**src/rtl/mem_byte_sequencer_if.sv**
```systemverilog
// Bus bundle between the EX/MEM stage, the byte sequencer and the byte-wide data memory.
// The slave modport is the sequencer's view; master is the pipeline/memory side.
interface mem_byte_sequencer_if #(
    parameter int ADDR_W = 5
);
    logic              memRead_i;
    logic              memWrite_i;
    logic [1:0]        size_i;
    logic              signed_i;
    logic [31:0]       addr_i;
    logic [31:0]       wdata_i;
    logic              stall_o;
    logic              done_o;
    logic              misalign_o;
    logic [31:0]       rdata_o;
    logic              mem_read_o;
    logic              mem_write_o;
    logic [ADDR_W-1:0] mem_addr_o;
    logic [7:0]        mem_wdata_o;
    logic [7:0]        mem_rdata_i;

    modport slave (
        input  memRead_i, memWrite_i, size_i, signed_i, addr_i, wdata_i, mem_rdata_i,
        output stall_o, done_o, misalign_o, rdata_o,
        output mem_read_o, mem_write_o, mem_addr_o, mem_wdata_o
    );

    modport master (
        output memRead_i, memWrite_i, size_i, signed_i, addr_i, wdata_i, mem_rdata_i,
        input  stall_o, done_o, misalign_o, rdata_o,
        input  mem_read_o, mem_write_o, mem_addr_o, mem_wdata_o
    );
endinterface

```
**src/rtl/mem_byte_sequencer.sv**
```systemverilog
// Splits one byte/half/word load or store into 1, 2 or 4 little-endian byte beats,
// stalling the pipeline while beats run and assembling/extending load data.
module mem_byte_sequencer #(
    parameter int ADDR_W = 5
) (
    input logic                 clk_i,
    input logic                 rst_i,
    mem_byte_sequencer_if.slave bus
);
    typedef enum logic [1:0] {
        IDLE = 2'd0,
        XFER = 2'd1,
        DONE = 2'd2
    } state_t;

    state_t            state_q, state_d;
    logic [ADDR_W-1:0] base_q;
    logic [31:0]       wdata_q;
    logic [31:0]       asm_q, asm_d;
    logic [31:0]       rdata_q;
    logic [1:0]        size_q;
    logic [1:0]        beat_q;
    logic [1:0]        last_beat;
    logic              signed_q;
    logic              store_q;
    logic              req;
    logic              misaligned;
    logic              accept;

    function automatic logic [31:0] extend(input logic [31:0] v, input logic [1:0] sz,
                                           input logic sgn);
        case (sz)
            2'b00:   extend = {{24{sgn & v[7]}}, v[7:0]};
            2'b01:   extend = {{16{sgn & v[15]}}, v[15:0]};
            default: extend = v;
        endcase
    endfunction

    assign req        = bus.memRead_i | bus.memWrite_i;
    assign misaligned = ((bus.size_i == 2'b01) && bus.addr_i[0]) ||
                        (bus.size_i[1] && (bus.addr_i[1:0] != 2'b00));
    assign last_beat  = (size_q == 2'b00) ? 2'd0 : (size_q == 2'b01) ? 2'd1 : 2'd3;

    always_comb begin
        asm_d = asm_q;
        asm_d[{beat_q, 3'b000} +: 8] = bus.mem_rdata_i;
    end

    always_comb begin
        // NOTE: every output gets a default first so no path through the case infers a latch.
        state_d         = state_q;
        accept          = 1'b0;
        bus.stall_o     = 1'b0;
        bus.done_o      = 1'b0;
        bus.misalign_o  = 1'b0;
        bus.mem_read_o  = 1'b0;
        bus.mem_write_o = 1'b0;
        bus.mem_addr_o  = '0;
        bus.mem_wdata_o = '0;
        case (state_q)
            IDLE: begin
                // Reset holds state in IDLE, so gating here keeps every output low during reset.
                if (rst_i && req) begin
                    if (misaligned) begin
                        bus.misalign_o = 1'b1;
                    end else begin
                        bus.stall_o = 1'b1;
                        accept      = 1'b1;
                        state_d     = XFER;
                    end
                end
            end
            XFER: begin
                bus.stall_o    = 1'b1;
                bus.mem_addr_o = base_q + ADDR_W'(beat_q);
                if (store_q) begin
                    bus.mem_write_o = 1'b1;
                    bus.mem_wdata_o = wdata_q[{beat_q, 3'b000} +: 8];
                end else begin
                    bus.mem_read_o = 1'b1;
                end
                if (beat_q == last_beat) state_d = DONE;
            end
            DONE: begin
                bus.done_o = 1'b1;
                state_d    = IDLE;
            end
            default: state_d = IDLE;
        endcase
    end

    always_ff @(posedge clk_i or negedge rst_i) begin
        if (!rst_i) begin
            state_q  <= IDLE;
            base_q   <= '0;
            wdata_q  <= '0;
            asm_q    <= '0;
            rdata_q  <= '0;
            size_q   <= '0;
            beat_q   <= '0;
            signed_q <= 1'b0;
            store_q  <= 1'b0;
        end else begin
            // NOTE: non-blocking assignments so every register samples pre-edge values.
            state_q <= state_d;
            if (accept) begin
                base_q   <= bus.addr_i[ADDR_W-1:0];
                wdata_q  <= bus.wdata_i;
                size_q   <= bus.size_i;
                signed_q <= bus.signed_i;
                store_q  <= bus.memWrite_i;
                beat_q   <= '0;
                asm_q    <= '0;
            end else if (state_q == XFER) begin
                beat_q <= beat_q + 2'd1;
                if (!store_q) begin
                    asm_q <= asm_d;
                    if (beat_q == last_beat) rdata_q <= extend(asm_d, size_q, signed_q);
                end
            end
        end
    end

    assign bus.rdata_o = rdata_q;
endmodule
```
**src/flat_wrapper.sv**
```systemverilog
// flat-port wrapper written by rule: the top's interface ports become plain ports
module mem_byte_sequencer_flat 
#(
    parameter int ADDR_W = 5
)
  (clk_i, rst_i, bus_memRead_i, bus_memWrite_i, bus_size_i, bus_signed_i, bus_addr_i, bus_wdata_i, bus_mem_rdata_i, bus_stall_o, bus_done_o, bus_misalign_o, bus_rdata_o, bus_mem_read_o, bus_mem_write_o, bus_mem_addr_o, bus_mem_wdata_o);
  mem_byte_sequencer_if #(.ADDR_W(ADDR_W)) bus_i ();
  input logic clk_i;
  input logic rst_i;
  input wire logic [$bits(bus_i.memRead_i)-1:0] bus_memRead_i;
  input wire logic [$bits(bus_i.memWrite_i)-1:0] bus_memWrite_i;
  input wire logic [$bits(bus_i.size_i)-1:0] bus_size_i;
  input wire logic [$bits(bus_i.signed_i)-1:0] bus_signed_i;
  input wire logic [$bits(bus_i.addr_i)-1:0] bus_addr_i;
  input wire logic [$bits(bus_i.wdata_i)-1:0] bus_wdata_i;
  input wire logic [$bits(bus_i.mem_rdata_i)-1:0] bus_mem_rdata_i;
  output wire logic [$bits(bus_i.stall_o)-1:0] bus_stall_o;
  output wire logic [$bits(bus_i.done_o)-1:0] bus_done_o;
  output wire logic [$bits(bus_i.misalign_o)-1:0] bus_misalign_o;
  output wire logic [$bits(bus_i.rdata_o)-1:0] bus_rdata_o;
  output wire logic [$bits(bus_i.mem_read_o)-1:0] bus_mem_read_o;
  output wire logic [$bits(bus_i.mem_write_o)-1:0] bus_mem_write_o;
  output wire logic [$bits(bus_i.mem_addr_o)-1:0] bus_mem_addr_o;
  output wire logic [$bits(bus_i.mem_wdata_o)-1:0] bus_mem_wdata_o;
  assign bus_i.memRead_i = bus_memRead_i;
  assign bus_i.memWrite_i = bus_memWrite_i;
  assign bus_i.size_i = bus_size_i;
  assign bus_i.signed_i = bus_signed_i;
  assign bus_i.addr_i = bus_addr_i;
  assign bus_i.wdata_i = bus_wdata_i;
  assign bus_i.mem_rdata_i = bus_mem_rdata_i;
  assign bus_stall_o = bus_i.stall_o;
  assign bus_done_o = bus_i.done_o;
  assign bus_misalign_o = bus_i.misalign_o;
  assign bus_rdata_o = bus_i.rdata_o;
  assign bus_mem_read_o = bus_i.mem_read_o;
  assign bus_mem_write_o = bus_i.mem_write_o;
  assign bus_mem_addr_o = bus_i.mem_addr_o;
  assign bus_mem_wdata_o = bus_i.mem_wdata_o;
  mem_byte_sequencer #(.ADDR_W(ADDR_W)) u_core (.clk_i(clk_i), .rst_i(rst_i), .bus(bus_i));
endmodule
```
**config.mk**
```make
export PLATFORM = sky130hd
export DESIGN_NAME = mem_byte_sequencer_flat
export DESIGN_NICKNAME = d
export VERILOG_FILES = /design/src/rtl/mem_byte_sequencer_if.sv /design/src/rtl/mem_byte_sequencer.sv /design/src/flat_wrapper.sv
export SDC_FILE = /design/constraint.sdc
export NUM_CORES = 1
export LEC_CHECK = 0
export BUFFER_PORTS_ARGS = -buffer_cell sky130_fd_sc_hd__buf_2
export CAP_MARGIN = 20
export CORE_MARGIN = 1
export CORE_UTILIZATION = 49
export DETAILED_ROUTE_END_ITERATION = 6
export PLACE_DENSITY = 0.77
export SYNTH_ARGS = -nofsm -noshare
export SYNTH_HDL_FRONTEND = slang
export SYNTH_SLANG_ARGS = --single-unit
```
**constraint.sdc**
```tcl
create_clock -name clk_i -period 2.4 [get_ports clk_i]
set_input_delay 0.24 -clock clk_i [delete_from_list [all_inputs] [get_ports clk_i]]
set_output_delay 0.24 -clock clk_i [all_outputs]
set_load 0.01 [all_outputs]
```
# Word level (Yosys, flattened, before mapping)
# Index checks and enable logic that the tools add are counted.
dict set report classes {
  bitwise_logic 5
  eq_ne 9
  mux 28
  addsub 3
  shifts 3
  n_reduce_logical 11
}
# operator count
set ops {}
lappend ops {{2-to-1 mux 32 bit} 3}
lappend ops {{case mux 32 bit (2 select lines)} 1}
lappend ops {{bitwise mux 32 bit} 1}
lappend ops {{variable shift 8 x 7 -> 32 bit (first input constant)} 1}
lappend ops {{indexed part select 32 x 6 -> 8 bit} 1}
lappend ops {{indexed part select 8 x 7 -> 32 bit} 1}
lappend ops {{2-to-1 mux 8 bit} 2}
lappend ops {{2-to-1 mux 2 bit} 7}
lappend ops {{2-to-1 mux 1 bit} 11}
lappend ops {{negation 5 -> 7 bit} 1}
lappend ops {{== test 2 x 1 -> 1 bit (second input constant)} 3}
lappend ops {{adder 5 x 2 -> 5 bit} 1}
lappend ops {{2-to-1 mux 5 bit} 1}
lappend ops {{logical NOT 2 bit} 2}
lappend ops {{inequality test 2 x 1 -> 1 bit (second input constant)} 2}
lappend ops {{inequality test 2 bit (second input constant)} 2}
lappend ops {{case mux 2 bit (2 select lines)} 1}
lappend ops {{AND reduction 4 bit} 1}
lappend ops {{nonzero test 2 bit} 2}
lappend ops {{logical AND 1 bit} 3}
lappend ops {{AND reduction 3 bit} 1}
lappend ops {{adder 2 x 1 -> 2 bit (second input constant)} 1}
lappend ops {{bitwise AND 1 bit} 2}
lappend ops {{== test 2 bit} 1}
lappend ops {{6 further kinds} 7}
dict set report totals {
  register_bits 109
  out_inout_bits 50
  wordCells 68
}

# Longest topological paths before layout
dict set report logic_depth {
  depth_word 8
  depth_mapped 10
  ltp_nobuf 6
}

# Worst setup path before layout
# No wires, ideal clock.
dict set report synth_timing {
  kind {reg2reg}
  start {register u_core.beat_q[1]}
  end {register u_core.rdata_q[24], in the netlist u_core.bus.rdata_o[24]}
  path_stages_with_launch 9
  path_slack_ps 66
  arrival_ps 2208
  path_buffers 2
  path_cell_list {dfrtp_1 -> buf_2 -> inv_1 -> ha_1 -> and4bb_1 -> buf_6 -> a311oi_4 -> o311a_4 -> a2bb2oi_2}
}
dict set report synth_between {
  elab_chain_len 5
  word_cells_on_any_way 9
  classes_between {add/sub: 1; eq/ne: 1; shift: 2; mux: 2; bitwise: 2; reduce/logical: 1}
}
# item line_no
set synth_rtl {}
lappend synth_rtl {{start, declared} mem_byte_sequencer.sv:22} ;# logic [1:0] beat_q;
lappend synth_rtl {{start signal, assigned} mem_byte_sequencer.sv:115} ;# beat_q <= beat_q + 2'd1;
lappend synth_rtl {{negation 5 -> 7 bit} mem_byte_sequencer.sv:46} ;# asm_d[{beat_q, 3'b000} +: 8] = bus.mem_rdata_i;
lappend synth_rtl {{indexed part select 8 x 7 -> 32 bit or variable shift 8 x 7 -> 32 bit (tied branches)} mem_byte_sequencer.sv:46}
lappend synth_rtl {{bitwise mux 32 bit} mem_byte_sequencer.sv:46}
lappend synth_rtl {{bitwise AND 1 bit, on equally long branches} {mem_byte_sequencer.sv:34, mem_byte_sequencer.sv:33}}
lappend synth_rtl {{case mux 32 bit (2 select lines)} mem_byte_sequencer.sv:32} ;# case (sz)
lappend synth_rtl {{end signal, assigned} mem_byte_sequencer.sv:118} ;# if (beat_q == last_beat) rdata_q <= extend(asm_d, size_q, signed_q);
lappend synth_rtl {{end, declared} mem_byte_sequencer.sv:20} ;# logic [31:0] rdata_q;
# Several ways; a longest one is shown, not always the timed one.
# A chain may end at the register's enable or synchronous reset.

# Worst setup path in the final report
dict set report layout_timing {
  start {register u_core.beat_q[0]}
  end {output bus_mem_addr_o[4]}
}
dict set report layout_between {
  elab_chain_len 2
}
# item line_no
set layout_rtl {}
lappend layout_rtl {{adder 5 x 2 -> 5 bit} mem_byte_sequencer.sv:75} ;# bus.mem_addr_o = base_q + ADDR_W'(beat_q);
lappend layout_rtl {{2-to-1 mux 5 bit} mem_byte_sequencer.sv:60} ;# case (state_q)
lappend layout_rtl {{end, declared} flat_wrapper.sv:23} ;# output wire logic [$bits(bus_i.mem_addr_o)-1:0] bus_mem_addr_o;
# No other way between the ends.

==> results.yml <==
synth:
  synth_top_cell_by_area: "dfrtp_1"
  yosysTopAreaCellShare_pct: 50.3
  yosysSeqAreaShare_pct: 50.3
  synth_top_flop_cell: "dfrtp_1"
  synth.distinct_cells: 51
  synth_area_leaders: "dfrtp_1 50%, mux2_2 8.5%, a22oi_1 4.3%"
  synth_seq_cells: 109
  synth-edff-count: 0
  synth.avg_cell_area_sq_um: 11.8
  synthArstFlopShare_pct: 100
  ys_warn_count: 0
  netlist_area_sq_um: 5420
  syn_nets: 548
  syn_inst: 461
timing:
  setup_viol: 0
  tns_ns: 0
  finalMaxSlewViolations: 0
  fin_skew_ns: 0.00918
  post-route-min-period_ns: 2.28
  hold_slack_ns: 0.0541
  fmax_mhz: 438
  period_share_pct: 95.0
  rsz0062_at_grt: "false"
  relSlewSlack_pct: 52.2
  hold_viol: 0
  worst_pin_slew_ns: 0.714
finish:
  seq_area_sq_um: 2730
  area_growth_pct: 13.6
  post-route-util_pct: 57.0
  fillers: 895
  drive_gt1_share_pct: 35.1
  nets: 632
  antenna_cells: 0
  multi_input_area_sq_um: 2430
drt:
  vias: 3956
  wl_per_cell_um: 17.4
  drtIter0Drc: 239
  drt_pass1_iterations: 7
  drt-total-wl_mm: 12.0
  postRouteAntennaNets: 0
  via_per_inst: 5.73
  drc: 0
placed_design:
  hpwlAfterDp_mm: 8.43
  io_buffers: 101
  gp_congestion: 0.785
status:
  status: "complete, no violations"
worst_setup_path:
  cp_cell_sequence: "buf_6 > ha_2 > fa_2 > nand3_1 > xor2_1 > nor2_1 > buf_2"
  crit_path_top_delay_cell: "dfrtp_1"
  critPathLaunch: "u_core.beat_q[0]"
  reg2reg_from: "u_core.beat_q[0]"
  ff2ff_path_depth: 6
  worstSetupEndpointType: "primary output"
  worstPathArrival_ns: 2.04
  worstPathMaxFanout: 18
  critPathRequiredTime_ns: 2.16
  max_stage_delay_ns: 0.40
  path_class: "reg -> out"
  start_kind: "register"
  crit_path_end: "bus_mem_addr_o[4]"
  rrSetupSlack_ns: 0.25
  r2r_end: "u_core.bus.rdata_o[9]"
global_route:
  grt_max_degree: 57
  track_usage_pct: 21.8
  grt_pass1_vias: 3769
  grt_pass1_wl_mm: 19.3
  grt_antenna_before_repair: 0
  grt-ovfl-total: 0
power_and_ir_drop:
  peakVddDrop_mv: 0.566
  leakage_nw: 2.75
  p_per_area_nw_per_um2: 1220
die:
  start_util_pct: 50.2
  ios: 129
  die_w_um: 107
  rows: 38
  dieArea_sq_um: 11500
  coreArea_sq_um: 10800
  chipHeight_um: 107
clocking:
  clkTransAtPathRegs_ns: 0.10
  hold_buffers: 0
  numClockSinks: 109
  post_cts_buffers: 0
  cts_buffers: 9
  clock_path_buffers: 2
  cts_tree: "done"
  worst_skew_pair.late_latency_ns: 0.36
  h-tree-depth: 3
  clockRootBuffer: "clkbuf_8"
job:
  max-cap-violations: 0
worst_hold_path:
  hp-class: "in -> async"
[stage by stage]
step           power, mW  area [sq um]  cells  worst slack, ns
2_1_floorplan       5.46          5420    461           0.0660
3_3_place_gp        6.26          5960    674            0.328
3_5_place_dp        6.45          5960    674            0.283
4_1_cts             7.55          6150    690           0.0453
5_1_grt             8.01          6160    690           0.0125
6_report            7.50          6160    690            0.119
[power by group]
| group | total, mW | switching [mW] | internal [mW] |
|---|---|---|---|
| registers | 3.07 | 0.498 | 2.57 |
| logic | 3.34 | 1.68 | 1.66 |
| clock network | 1.09 | 0.612 | 0.482 |
| total | 7.50 | 2.79 | 4.71 |
[registers in the layout, summed over array words and instances, names as in the netlist]
register,count
u_core.asm_q,32
u_core.wdata_q,32
u_core.beat_q,2
u_core.bus.rdata_o,32
u_core.base_q,5
u_core.store_q,1
u_core.signed_q,1
u_core.state_q,2
u_core.size_q,2
[worst min-delay path by stage]
stage          startpoint                     end  slack [ns]
6_report            rst_i  u_core.bus.rdata_o[24]        0.05
3_5_place_dp        rst_i  u_core.bus.rdata_o[24]        0.47
5_1_grt             rst_i        u_core.asm_q[25]        0.09
2_1_floorplan       rst_i         u_core.asm_q[0]       -0.06
4_1_cts             rst_i  u_core.bus.rdata_o[31]        0.06
3_3_place_gp        rst_i  u_core.bus.rdata_o[24]        0.45
[Yosys cell counts, types with 3 or more instances]
cell type  number
a21boi_0        8
a21oi_1        40
a22oi_1        31
a2bb2oi_2       8
and2_1          5
and3_1          9
buf_2          19
buf_4           3
buf_6           7
clkbuf_1        8
dfrtp_1       109
ha_1            7
inv_1           4
mux2_2         41
mux4_1          6
nand2_1        15
nand2b_1       17
nand3_1        25
nor2_1         33
nor2b_1        12
o22a_1         16
[worst max-delay path: cells and delay by family, from the launching register on]
kind	cells	cell delay (ns)
DFF	1	0.40
xor gates and xnor gates	1	0.21
and+or+nand+nor	2	0.17
adders and majority gates	2	0.57
buffers and inverters	2	0.32
[timing repair]
item,in CTS,in global routing
setup endpoints to repair,1,1
pin swaps,1,1
gates resized for setup,2,1
gates cloned,0,0
[placed cells by master, fill, tap and decap left out, types with 4 or more instances in the layout]
| cell | count |
|---|---|
| dfrtp_1 | 109 |
| a22oi_1 | 31 |
| mux4_1 | 6 |
| a21boi_0 | 8 |
| a21oi_1 | 40 |
| nand2_1 | 15 |
| buf_2 | 100 |
| clkbuf_8 | 9 |
| a2bb2oi_2 | 8 |
| nor2_1 | 32 |
| buf_4 | 14 |
| nor2b_1 | 12 |
| mux2_2 | 41 |
| and3_1 | 9 |
| and2_1 | 5 |
| nand2b_1 | 17 |
| o22a_1 | 16 |
| ha_1 | 6 |
| inv_1 | 4 |
| nand3_1 | 25 |
[layer usage]
| layer | GRT usage [%] | vias to the layer above | routed length, um |
|---|---|---|---|
| met2 | 34.0 | 142 | 5610 |
| met4 | 6.75 | 0 | 213 |
| met1 | 29.8 | 1953 | 5260 |
| met5 | 0 | - | 0 |
| met3 | 5.65 | 15 | 924 |
| li1 | - | 1846 | - |
[layout make-up]
cell class	instances	share of cell area, %
clock inverter	6	1.04
timing repair buffer	115	10.0
clock buffer	10	2.07
multi-input combinational	306	39.5
sequential	109	44.3
tap	140	2.85
inverter	4	0.244
[kinds of logic (layout without fill, tap and decap cells)]
logic type               after synthesis  in the layout  synth area share, %
adder cells (fa/ha/maj)                8              8                 1.99
buffers and inverters                 46            135                 5.15
flip-flops                           109            109                 50.3
AO/OA/AOI/OAI                        117            117                 16.9
multiplexers                          49             49                 12.3
AND/OR/NAND/NOR                      128            128                 12.7
XOR/XNOR                               4              4                0.647
Note: power is estimated with default switching activity, not from simulation.
